==> src/rtl/mul32_seq.sv <==
// Sequential shift-add multiplier for MULT/MULTU: one multiplier bit per clock,
// full 2*WIDTH-bit product written to hi/lo with a one-cycle done pulse.
module mul32_seq #(
   parameter int WIDTH = 32
) (
   input  logic             clk,
   input  logic             rst_n,
   input  logic             start,
   input  logic             cancel,
   input  logic             signed_op,
   input  logic [WIDTH-1:0] a,
   input  logic [WIDTH-1:0] b,
   output logic             busy,
   output logic             done,
   output logic [WIDTH-1:0] hi,
   output logic [WIDTH-1:0] lo
);

   localparam int CW = $clog2(WIDTH) + 1;

   typedef enum logic {
      IDLE,
      RUN
   } state_t;

   state_t               r_state, w_state_nx;
   logic [2*WIDTH-1:0]   r_acc, w_acc_nx;
   logic [WIDTH-1:0]     r_mcand, w_mcand_nx;
   logic [WIDTH-1:0]     r_hi, w_hi_nx;
   logic [WIDTH-1:0]     r_lo, w_lo_nx;
   logic [CW-1:0]        r_cnt, w_cnt_nx;
   logic                 r_neg, w_neg_nx;
   logic                 r_done, w_done_nx;

   logic [WIDTH-1:0]     w_abs_a;
   logic [WIDTH-1:0]     w_abs_b;
   logic [WIDTH-1:0]     w_addend;
   logic [WIDTH:0]       w_sum;
   logic [2*WIDTH-1:0]   w_acc_sh;
   logic [2*WIDTH-1:0]   w_prod;
   logic                 w_last;

   // -2^(WIDTH-1) negates to itself, which is the correct unsigned magnitude
   assign w_abs_a = (signed_op & a[WIDTH-1]) ? -a : a;
   assign w_abs_b = (signed_op & b[WIDTH-1]) ? -b : b;

   // Multiplier lives in the low half of the accumulator and shifts out as
   // product bits shift in, so r_acc[0] is always the current multiplier bit.
   assign w_addend = r_acc[0] ? r_mcand : '0;
   assign w_sum    = {1'b0, r_acc[2*WIDTH-1:WIDTH]} + {1'b0, w_addend};
   assign w_acc_sh = {w_sum, r_acc[WIDTH-1:1]};
   assign w_prod   = r_neg ? -w_acc_sh : w_acc_sh;
   assign w_last   = (r_cnt == CW'(WIDTH - 1));

   always_comb begin
      w_state_nx = r_state;
      w_acc_nx   = r_acc;
      w_mcand_nx = r_mcand;
      w_hi_nx    = r_hi;
      w_lo_nx    = r_lo;
      w_cnt_nx   = r_cnt;
      w_neg_nx   = r_neg;
      w_done_nx  = 1'b0;
      unique case (r_state)
         IDLE: begin
            if (start && !cancel) begin
               w_state_nx = RUN;
               w_mcand_nx = w_abs_a;
               w_acc_nx   = {{WIDTH{1'b0}}, w_abs_b};
               w_neg_nx   = signed_op & (a[WIDTH-1] ^ b[WIDTH-1]);
               w_cnt_nx   = '0;
            end
         end
         RUN: begin
            if (cancel) begin
               w_state_nx = IDLE;
            end else begin
               w_acc_nx = w_acc_sh;
               w_cnt_nx = r_cnt + CW'(1);
               if (w_last) begin
                  w_hi_nx    = w_prod[2*WIDTH-1:WIDTH];
                  w_lo_nx    = w_prod[WIDTH-1:0];
                  w_done_nx  = 1'b1;
                  w_state_nx = IDLE;
               end
            end
         end
         default: w_state_nx = IDLE;
      endcase
   end

   always_ff @(posedge clk or negedge rst_n) begin
      if (!rst_n) begin
         r_state <= IDLE;
         r_acc   <= '0;
         r_mcand <= '0;
         r_hi    <= '0;
         r_lo    <= '0;
         r_cnt   <= '0;
         r_neg   <= 1'b0;
         r_done  <= 1'b0;
      end else begin
         r_state <= w_state_nx;
         r_acc   <= w_acc_nx;
         r_mcand <= w_mcand_nx;
         r_hi    <= w_hi_nx;
         r_lo    <= w_lo_nx;
         r_cnt   <= w_cnt_nx;
         r_neg   <= w_neg_nx;
         r_done  <= w_done_nx;
      end
   end

   assign busy = (r_state == RUN);
   assign done = r_done;
   assign hi   = r_hi;
   assign lo   = r_lo;

endmodule

==> config.mk <==
export PLATFORM = sky130hd
export DESIGN_NAME = mul32_seq
export DESIGN_NICKNAME = d
export VERILOG_FILES = /design/src/rtl/mul32_seq.sv
export SDC_FILE = /design/constraint.sdc
export NUM_CORES = 1
export LEC_CHECK = 0
export ABC_CLOCK_PERIOD_IN_PS = 6580
export BUFFER_PORTS_ARGS = -buffer_cell sky130_fd_sc_hd__buf_2
export CORE_UTILIZATION = 30
export DETAILED_ROUTE_END_ITERATION = 8
export PLACE_DENSITY = 0.51
export SYNTH_ARGS = -nofsm -noshare
export SYNTH_HDL_FRONTEND = slang
export SYNTH_SLANG_ARGS = --single-unit
==> constraint.sdc <==
create_clock -name clk -period 6.58 [get_ports clk]
set_clock_uncertainty 0.15 [all_clocks]
set_input_delay 0.658 -clock clk [delete_from_list [all_inputs] [get_ports clk]]
set_output_delay 0.658 -clock clk [all_outputs]
set_load 0.05 [all_outputs]
* Word-level counts from Yosys, hierarchy flattened
Cells that the tools add are included.
** Word-level totals
- Input bits :: 69
- Flip-flop bits (word level) :: 169
- Bits in writable memories :: 0
- ROM bits :: 0
- Memories :: 0
- Bits in latches :: 0
** Operators by class
- Bitwise gates (word level) :: 6
- Add/subtract/negate cells :: 5
- Multiplexer cells :: 17
- Shift-type cells :: 0
- $mul :: 0
- Equal/unequal tests :: 3
- $lt $le $gt $ge :: 0
- Divide/modulo/power cells :: 0
- Reductions and logical operators :: 5
** Operators with widths (count)
- $mux W64 :: 3
- $pmux W64 S2 :: 1
- $mux W32 :: 3
- $neg A32 Y32 :: 2
- $neg A64 Y64 :: 1
- $add A32 B32 Y33 :: 1
- $mux W6 :: 2
- $pmux W6 S2 :: 1
- $add A6 B1 Y6 const B :: 1
- $eq A6 B5 Y1 const B :: 1
- $mux W1 :: 6
- $ne A2 B2 Y1 const B :: 2
- $reduce_and A2 Y1 :: 2
- $and A1 B1 Y1 :: 3
- $reduce_and A3 Y1 :: 1
- $not A1 Y1 :: 2
- $pmux W1 S2 :: 1
- $logic_and A1 B1 Y1 :: 1
- $logic_not A1 Y1 :: 1
- $xor A1 B1 Y1 :: 1

* Depth between registers and ports, before layout
Gate-level depths: netlist (run 1).
- Word-level depth :: 4
- Depth in mapped cells :: 14
- Gate-level depth less buffers :: 13

* Worst setup path after synthesis (run 1)
Ideal clock, no wire load.
- Path type :: flip-flop to flip-flop
- From :: reg r_acc[0]
- To :: reg r_hi[29], in the netlist hi[29]
- Slack :: 2.718 ns
- Buffers on the path :: 1
- Required time :: 6.308 ns
- Stages on the path, launching flop included :: 15
- Arrival time :: 3.590 ns
- Period minus slack after synthesis :: 3.862 ns
- Path through :: dfrtp_1 > clkbuf_1 > and2_1 > ha_1 > fa_1 > or3_1 > nor3_1 > o21ai_2 > a311oi_2 > nand4b_1 > nor4_2 > nand4_1 > o31ai_1 > xor2_1 > o21ai_1
** On the way
- Longest elaborated chain between the ends :: 4
** RTL lines
- from (decl) :: RTL line 27 : logic [2*WIDTH-1:0] r_acc, w_acc_nx;
- from (signal assigned) :: RTL line 104 : r_acc <= w_acc_nx;
- $mux W32 * :: RTL line 49 : assign w_addend = r_acc[0] ? r_mcand : '0;
- $add A32 B32 Y33 * :: RTL line 50 : assign w_sum = {1'b0, r_acc[2*WIDTH-1:WIDTH]} + {1'b0, w_addend};
- $neg A64 Y64 :: RTL line 52 : assign w_prod = r_neg ? -w_acc_sh : w_acc_sh;
- $mux W64 * :: RTL line 52
- to (signal assigned) :: RTL line 106 : r_hi <= w_hi_nx;
- to (decl) :: RTL line 29 : logic [WIDTH-1:0] r_hi, w_hi_nx;
Every way passes the cells marked *; elsewhere a longest branch is shown, timed or not.
A chain may end at the register's enable or synchronous reset.

* Worst setup path in the final report (run 1)
- From :: reg r_acc[0]
- To :: reg r_hi[31], in the netlist hi[31]
Same word-level chain as after synthesis.

==> out/results.txt, run 1 <==
Count of flip-flops with a built-in enable after synthesis: 0
Area Overhead vs Synth: 14.6%
Unrepaired setup endpoints after global routing: no
Syn Nets: 1502
Core area: 0.0379 mm2
Setup_tns: 0 ns
Clock tree buffer depth: 2
Max Fclk: 203 MHz
Wire per inst: 17.5 um
Kind of critical path: register to register
Count of input and output buffers: 134
Synth async-reset ratio: 100%
Yosys reg bits: 169
Reg clk slew, reported paths: 0.07 ns
Critical path peak fanout: 34
Fin. Hold Viols: 0
CP endpoint kind: register
Yosys cell types: 79
Status: finished clean
Avg Inst Size Synth: 8.33 um2
Resized cells post-CTS: 0
Dominant synthesized flop cell: dfrtp_1
Startpoint types: register
First-pass GRT wire length: 56600 um
Antenna-violating nets left: 0
DR iter-0 viols: 672
Chip width: 199 um
Total Nets Final: 1586
Leak: 5.88 nW
Num ports: 135
Largest net degree at the start of global routing: 114
Slew Viols, Final: 0
Worst Tran Pin Value: 1.09 ns
Die area: 0.0395 mm2
Dpl ws: 1.58 ns
Rel. slew slack: 27.2%
GRT met1 Usage: 25.5%
Most frequent cells in the layout: 180 x nand2_1, 167 x dfrtp_1, 146 x o21ai_0
Synth Cell Area: 0.0116 mm2
Total congestion overflow: 0
Met3 global-route usage: 2.24%
Yosys warning count: 0
Worst hold margin: 0.0110 ns
Post-CTS setup buffer count: 0
Std cell rows: 71
Placed inst area: 0.0127 mm2
CP Data Arrival Time: 5.06 ns
Non-filler instance count after layout: 2007
CTS tree: yes
Final Critical Period: 4.93 ns
P per Cell Area: 273 mW/mm2
Final Setup Violations: 0
Gr busiest metal: met2
Final WS setup: 1.65 ns
Post-Route WL: 35000 um
Initial antenna violation count: 3
Num CTS Buffers: 17
DRC Markers: 0
Worst ir drop on vdd: 0.000174 V
# H-tree levels: 4
Met2 GRT Util: 29.2%
TritonRoute pass-1 iters: 7
Hpwl dp: 26200 um
Routability cong.: 0.888
DR vias/cell: 5.16
Seq/Total Area, Yosys: 36.4%
Sink Count: 169
Worst-skew pair later-pin latency: 0.45 ns
Initial Utilization: 30.6%
Total track usage: 18.4%
Worst Hold Class: primary input to asynchronous set/reset pin
Via count: 10.4k
Final period util: 74.9%
CTS hold repair buffers: 0
Instance count of the mapped netlist: 1396
Commonest non-fill, non-tap cell in the layout: nand2_1
Critical Path RT: 6.72 ns
Share of layout cells above drive strength 1: 14.7%
Final instance area: 0.0133 mm2
Number of global-route vias before repair: 10.1k
Cell count after placement: 1972
Total of max-cap violations: 0
Die Y-Extent: 199 um
CTS Root Cell: clkbuf_16
-- final timing paths --
path                           from   endpoint  slack (ns)  cells after the start
hold / removal                rst_n     lo[21]        0.01                      1
hold reg to reg              lo[14]     lo[14]        0.33                      2
max in group asynchronous     rst_n  r_acc[57]        4.99                      2
min in group clk             lo[14]     lo[14]        0.33                      2
setup reg to reg           r_acc[0]     hi[31]        1.65                     13
setup / recovery           r_acc[0]     hi[31]        1.65                     13
-- critical path, cell delays in order, from the launching register on --
cell and delay, ns:
dfrtp_1 0.94, and2_1 0.24, ha_1 0.21, fa_1 0.32
a21o_1 0.18, a221oi_2 0.09, nor4_1 0.55, o21ai_1 0.29
a2111oi_0 0.81, o21a_1 0.24, o2111ai_1 0.20, o31ai_2 0.32
xnor2_1 0.15, o21ai_1 0.07
-- metal layers --
layer	vias up	wire length [um]
met3	35	954
met2	173	15900
met5	-	0
met1	4936	17400
li1	5208	-
met4	0	809
-- kinds of logic (layout without fill, tap and decap cells) --
kind of cell	after synthesis	after routing	synth area share (%)
AO/OA/AOI/OAI	466	466	25.2
XOR/XNOR	128	128	9.65
adder cells (fa/ha/maj)	37	37	4.05
buffers and inverters	97	194	3.38
flip-flops	169	169	36.4
multiplexers	6	6	0.549
other	0	3	0
AND/OR/NAND/NOR	493	493	20.8
-- area by class of cell --
type | count | area (um2)
antenna | 3 | 7.51
clock buffer | 17 | 425
clock inverter | 15 | 181
fill | 4005 | 24600
inverter | 20 | 75.1
multi-input combinational | 1130 | 7020
sequential | 169 | 4230
tap | 511 | 639
timing repair buffer | 142 | 737
-- where the power goes --
part | switching, mW | internal, mW
Clock | 0.473 | 0.574
Combinational | 0.822 | 0.478
Sequential | 0.128 | 1.16
Total | 1.42 | 2.21
-- cell usage after synthesis, types with 9 or more instances --
master	instances	area share [%]
xnor2_1	50	3.8
a211oi_1	13	0.84
nor4_1	17	0.92
nor2_1	118	3.8
ha_1	36	3.9
o21ai_1	18	0.78
clkbuf_1	58	1.9
a21o_1	20	1.3
xor2_1	78	5.9
o41ai_1	9	0.68
dfrtp_1	169	36
a21oi_1	133	5.7
a31oi_1	12	0.65
and3_1	10	0.54
nand4_1	13	0.70
nand3_1	16	0.69
o21ai_0	146	6.3
a22o_1	21	1.6
nand2_1	180	5.8
or3_1	16	0.86
inv_1	19	0.61
o21a_1	9	0.58
nor3_1	26	1.1
and2_1	42	2.3
o31ai_1	27	1.7
or4_1	11	0.71
-- through the flow --
stage | power, mW | util [%]
2_1_floorplan | 2.21 | -
3_3_place_gp | 2.59 | 33.5
3_5_place_dp | 2.60 | 33.5
4_1_cts | 3.68 | 35.1
5_1_grt | 3.88 | 35.1
6_report | 3.63 | 35.1
-- flip-flops by register name (all words and copies together) (netlist names) --
| register | count |
|---|---|
| hi | 32 |
| r_cnt | 6 |
| r_neg | 1 |
| done | 1 |
| busy | 1 |
| r_mcand | 32 |
| lo | 32 |
| r_acc | 64 |
Note: power is estimated with default switching activity, not from simulation.
==> run 2, diff against run 1 <==
Settings changed: ABC_CLOCK_PERIOD_IN_PS 6580 to 4400, PLACE_DENSITY 0.51 to 0.52.
Clock period 6.58 ns to 4.4 ns, I/O delays scaled along.
==> out/results.txt, run 2 (same netlist as run 1, synthesis figures left out) <==
Largest register by flop count: r_acc (unchanged)
Worst ir drop on vdd: 0.000315 V (was 0.000174 V)
Unrepaired setup endpoints after global routing: no (unchanged)
DR vias/cell: 5.17 (was 5.16)
# H-tree levels: 4 (unchanged)
CTS Root Cell: clkbuf_16 (unchanged)
Setup_tns: 0 ns (unchanged)
Worst reg2reg setup slack: 0.20 ns (was 1.65 ns)
Max Fclk: 238 MHz (was 203 MHz)
DRC Markers: 0 (unchanged)
CP endpoint kind: register (unchanged)
Largest net degree at the start of global routing: 83 (was 114)
Fin. Hold Viols: 0 (unchanged)
Critical path peak fanout: 21 (was 34)
Antenna-violating nets left: 0 (unchanged)
Post-Route WL: 36200 um (was 35000 um)
Sink Count: 169 (unchanged)
Total congestion overflow: 0 (unchanged)
Routability cong.: 0.895 (was 0.888)
Chip width: 199 um (unchanged)
Most frequent cells in the layout: 180 x nand2_1, 166 x dfrtp_1, 145 x o21ai_0 (was 180 x nand2_1, 167 x dfrtp_1, 146 x o21ai_0)
Die area: 0.0395 mm2 (unchanged)
Final period util: 95.5% (was 74.9%)
Share of layout cells above drive strength 1: 17.0% (was 14.7%)
Non-filler instance count after layout: 2042 (was 2007)
Via count: 10.6k (was 10.4k)
Kind of critical path: register to register (unchanged)
Startpoint types: register (unchanged)
Total of max-cap violations: 0 (unchanged)
Worst Tran Pin Value: 1.05 ns (was 1.09 ns)
Wire per inst: 17.7 um (was 17.5 um)
Clock tree buffer depth: 2 (unchanged)
Commonest non-fill, non-tap cell in the layout: nand2_1 (unchanged)
DR iter-0 viols: 708 (was 672)
P per Cell Area: 410 mW/mm2 (was 273 mW/mm2)
Initial antenna violation count: 2 (was 3)
TritonRoute pass-1 iters: 5 (was 7)
Count of input and output buffers: 134 (unchanged)
Reg2reg end: hi[31] (unchanged)
Tot Pwr: 5.60 mW (was 3.63 mW)
Leak: 6.06 nW (was 5.88 nW)
Final Setup Violations: 0 (unchanged)
Std cell rows: 71 (unchanged)
CP Data Arrival Time: 4.37 ns (was 5.06 ns)
Worst-skew pair later-pin latency: 0.46 ns (was 0.45 ns)
Core area: 0.0379 mm2 (unchanged)
CP Launch Point: r_acc[0] (unchanged)
CTS tree: yes (unchanged)
Total track usage: 18.6% (was 18.4%)
Number of global-route vias before repair: 10.1k (about the same)
Reg-to-reg startpoint: r_acc[0] (unchanged)
Initial Utilization: 30.6% (unchanged)
Die Y-Extent: 199 um (unchanged)
Worst Hold Class: primary input to register (was primary input to asynchronous set/reset pin)
Max reg flops: 64 (unchanged)
Post-CTS setup buffer count: 0 (unchanged)
Rel. slew slack: 30.1% (was 27.2%)
Worst hold margin: 0.133 ns (was 0.0110 ns)
Worst-case reg-to-reg path depth: 12 (was 13)
Num CTS Buffers: 17 (unchanged)
Util after Layout: 36.0% (was 35.1%)
Status: finished clean (unchanged)
Area Overhead vs Synth: 17.5% (was 14.6%)
Total Nets Final: 1621 (was 1586)
Slew Viols, Final: 0 (unchanged)
Cell count after placement: 2006 (was 1972)
Num ports: 135 (unchanged)
Hpwl dp: 27600 um (was 26200 um)
Final Critical Period: 4.20 ns (was 4.93 ns)
Reg clk slew, reported paths: 0.07 ns (about the same)
First-pass GRT wire length: 56700 um (was 56600 um)
Critical Path RT: 4.56 ns (was 6.72 ns)
CP endpoint: hi[31] (unchanged)
==> run 2: worst max-delay path: stages, from the launching register on <==
cell and delay (ns):
dfrtp_2 0.49, buf_4 0.22, and2_1 0.15, ha_1 0.42
nand4_1 0.23, or4_1 0.61, a2111oi_0 0.45, a211o_1 0.27
a21boi_0 0.30, o2111ai_1 0.23, o31ai_2 0.31, xnor2_1 0.14
o21ai_1 0.07
==> run 2: how the worst min path moves through the flow <==
stage,from,end,slack [ns],cells past startpoint
after global routing,a[1],r_mcand[1],0.13,3
final,a[22],r_mcand[22],0.13,3
after floorplan,rst_n,busy,-0.006,0
after CTS,a[22],r_mcand[22],0.12,3
after global placement,r_cnt[5],r_cnt[5],0.31,1
after detailed placement,r_cnt[5],r_cnt[5],0.31,1
==> run 2: report_power, final <==
part	total, mW	internal (mW)	switching (mW)
Clock	1.58	0.868	0.712
Sequential	1.93	1.73	0.206
Combinational	2.09	0.809	1.28
Total	5.60	3.40	2.19
==> run 2: area by class of cell <==
| type | instances | area (um2) |
|---|---|---|
| fillers | 3969 | 24300 |
| clock buffers | 19 | 443 |
| well taps | 511 | 639 |
| diodes | 3 | 7.51 |
| inverters | 20 | 75.1 |
| repair buffers | 177 | 1030 |
| flip-flops and latches | 169 | 4230 |
| clock inverters | 13 | 159 |
| multi-input cells | 1130 | 7070 |
==> run 2: timing repair <==
action                     CTS  global route
setup endpoints to repair    0            13
hold endpoints to repair    71             0
gates resized for setup      0            11
hold buffers                 1             0
==> run 2: stage by stage <==
stage               setup WS (ns)  instance area, um2
finish                      0.198               13700
CTS                         0.110               13600
detailed placement          0.158               13000
global placement            0.153               13000
floorplan                   0.538               11600
global route              0.00147               13700
==> run 2: per-layer routing <==
layer	wire length [um]	up-vias	part of all wire, %	global-route usage (%)
met2	16200	193	45	28.8
met4	929	0	2.6	7.04
met5	0	-	0	0
met1	17800	5065	49	26.0
li1	-	5264	-	-
met3	1210	44	3.4	2.78
==> run 3, diff against run 2 <==
Settings changed: ABC_CLOCK_PERIOD_IN_PS 4400 to 4200, PLACE_DENSITY 0.52 to 0.51.
Clock period 4.4 ns to 4.2 ns, I/O delays scaled along.
==> out/results.txt, run 3 (same netlist as run 1, synthesis figures left out) <==
WP buf/inv: 3 (was 1)
Largest net degree at the start of global routing: 72 (was 83)
Hold path startpoint: a[14] (was a[22])
Placed inst area: 0.0132 mm2 (was 0.0130 mm2)
Largest register by flop count: r_acc (unchanged)
Critical Path RT: 4.36 ns (was 4.56 ns)
Final Critical Period: 3.95 ns (was 4.20 ns)
CP Data Arrival Time: 4.12 ns (was 4.37 ns)
Worst-case reg-to-reg path depth: 16 (was 12)
Critical Path Max Stage Delay: 0.45 ns (was 0.61 ns)
Slew Viols, Final: 0 (unchanged)
Unrepaired setup endpoints after global routing: no (unchanged)
Worst Hold Class: primary input to register (unchanged)
Antenna-violating nets left: 0 (unchanged)
Total track usage: 19.0% (was 18.6%)
Routability cong.: 0.913 (was 0.895)
CTS Root Cell: clkbuf_16 (unchanged)
Max Fclk: 253 MHz (was 238 MHz)
DR vias/cell: 5.12 (was 5.17)
Area Overhead vs Synth: 19.3% (was 17.5%)
Switching share of power: 38.8% (was 39.2%)
Wire per inst: 17.6 um (was 17.7 um)
Sw power: 2.29 mW (was 2.19 mW)
Worst reg2reg setup slack: 0.25 ns (was 0.20 ns)
Initial antenna violation count: 0 (was 2)
Status: finished clean (unchanged)
P per Cell Area: 426 mW/mm2 (was 410 mW/mm2)
Critical path, cell by cell: and2_1 > ha_1 > fa_1 > a211o_1 > nand3_1 > a211oi_1 > buf_4 > o21a_1 > buf_4 > or3_1 > a22oi_2 > nand4_1 > buf_4 > o31ai_1 > xor2_1 > o21ai_1 (was buf_4 > and2_1 > ha_1 > nand4_1 > or4_1 > a2111oi_0 > a211o_1 > a21boi_0 > o2111ai_1 > o31ai_2 > xnor2_1 > o21ai_1)
Final instance area: 0.0139 mm2 (was 0.0137 mm2)
CTS tree: yes (unchanged)
Most frequent cells in the layout: 180 x nand2_1, 167 x dfrtp_1, 144 x o21ai_0 (was 180 x nand2_1, 166 x dfrtp_1, 145 x o21ai_0)
Post-Route WL: 36300 um (was 36200 um)
Total Nets Final: 1651 (was 1621)
Seq pwr share: 34.1% (was 34.5%)
Combinational power share: 39.3% (was 37.2%)
Leak: 6.19 nW (was 6.06 nW)
Chip width: 199 um (unchanged)
CP delay by family, top: compound AO/OA/AOI/OAI gates (unchanged)
DR iter-0 viols: 781 (was 708)
Max reg flops: 64 (unchanged)
Kind of critical path: register to register (unchanged)
Count of input and output buffers: 134 (unchanged)
Rel. slew slack: 32.4% (was 30.1%)
Antenna diodes: 0 (was 3)
Share of layout cells above drive strength 1: 18.8% (was 17.0%)
Num CTS Buffers: 17 (unchanged)
# H-tree levels: 4 (unchanged)
Post-CTS setup buffer count: 0 (unchanged)
Sink Count: 169 (unchanged)
Worst ir drop on vdd: 0.000324 V (was 0.000315 V)
Critical path peak fanout: 5 (was 21)
Internal power: 3.61 mW (was 3.40 mW)
Setup_tns: 0 ns (unchanged)
Commonest non-fill, non-tap cell in the layout: nand2_1 (unchanged)
Final period util: 94.1% (was 95.5%)
Worst-skew pair later-pin latency: 0.45 ns (was 0.46 ns)
Cell count after placement: 2036 (was 2006)
CP endpoint kind: register (unchanged)
Initial Utilization: 30.6% (unchanged)
Via count: 10.6k (about the same)
Die Y-Extent: 199 um (unchanged)
WHS Endpoint: r_mcand[14] (was r_mcand[22])
Total of max-cap violations: 0 (unchanged)
DRC Markers: 0 (unchanged)
CP max-delay cell: fa_1 (was or4_1)
Std cell rows: 71 (unchanged)
Clk pwr share: 26.6% (was 28.2%)
Hold path cells: 3 (unchanged)
Startpoint types: register (unchanged)
Hpwl dp: 28200 um (was 27600 um)
Most used cell, CP: buf_4
Non-filler instance count after layout: 2069 (was 2042)
First-pass GRT wire length: 58000 um (was 56700 um)
Clock tree buffer depth: 2 (unchanged)
Total congestion overflow: 0 (unchanged)
Reg2reg end: hi[29] (was hi[31])
Reg-to-reg startpoint: r_acc[0] (unchanged)
TritonRoute pass-1 iters: 5 (unchanged)
Die area: 0.0395 mm2 (unchanged)
Final Setup Violations: 0 (unchanged)
Core area: 0.0379 mm2 (unchanged)
Reg clk slew, reported paths: 0.07 ns (about the same)
Number of global-route vias before repair: 10.4k (was 10.1k)
Worst Tran Pin Value: 1.01 ns (was 1.05 ns)
Num ports: 135 (unchanged)
Fin. Hold Viols: 0 (unchanged)
## run 3: worst reg2reg max path: stages, from the launching register on
cell and delay [ns]:
dfrtp_1 0.40, and2_1 0.16, ha_1 0.23, fa_1 0.45, a211o_1 0.32, nand3_1 0.12, a211oi_1 0.10, buf_4 0.16
o21a_1 0.18, buf_4 0.13, or3_1 0.35, a22oi_2 0.23, nand4_1 0.14, buf_4 0.19, o31ai_1 0.26, xor2_1 0.17
o21ai_1 0.07
## run 3: per-layer routing
metal  vias up  global-route usage, %  part of all wire [%]
met2       161                   29.9                    46
met1      5061                   26.5                    49
met5         -                      0                     0
met4         0                   6.38                   2.1
li1       5319                      -                     -
met3        42                   2.73                   2.8
## run 3: per-stage QoR
| step | total power, mW | utilization (%) | setup slack [ns] | hold slack (ns) |
|---|---|---|---|---|
| floorplan | 3.47 | - | 0.338 | -0.0256 |
| global placement | 4.33 | 34.8 | 0.0650 | 0.308 |
| detailed placement | 4.33 | 34.8 | 0.134 | 0.310 |
| CTS | 5.94 | 36.3 | 0.103 | 0.108 |
| global route | 6.30 | 36.6 | 0.00272 | 0.120 |
| finish | 5.91 | 36.6 | 0.246 | 0.130 |
## run 3: timing repair
item,CTS,global route
endpoints found under the hold margin,68,0
hold buffers,1,0
endpoints found under the setup margin,0,13
gates resized for setup,0,22
## run 3: final cells by class
type,count,area (um2)
Clock buffer,20,457
Tap cell,511,639
Clock inverter,12,115
Inverter,20,75.1
Timing Repair Buffer,207,1240
Multi-Input combinational cell,1130,7110
Sequential cell,169,4230
Fill cell,3991,24100
## run 3: worst max path at each step
stage / slack, ns / cells after the start / start / endpoint
2_1_floorplan: 0.34 / 14 / r_acc[0] / hi[29]
3_3_place_gp: 0.07 / 14 / r_acc[0] / hi[31]
3_5_place_dp: 0.13 / 14 / r_acc[0] / hi[29]
4_1_cts: 0.10 / 14 / r_acc[0] / hi[31]
5_1_grt: 0.003 / 13 / r_acc[0] / hi[30]
6_report: 0.25 / 16 / r_acc[0] / hi[29]
## run 3: power by group through the flow
stage               Clock (mW)  Combinational [mW]  Sequential, mW
floorplan                    0                1.50            1.96
global placement             0                2.28            2.05
detailed placement           0                2.28            2.05
CTS                       1.63                2.30            2.02
global route              1.69                2.57            2.04
finish                    1.57                2.32            2.02
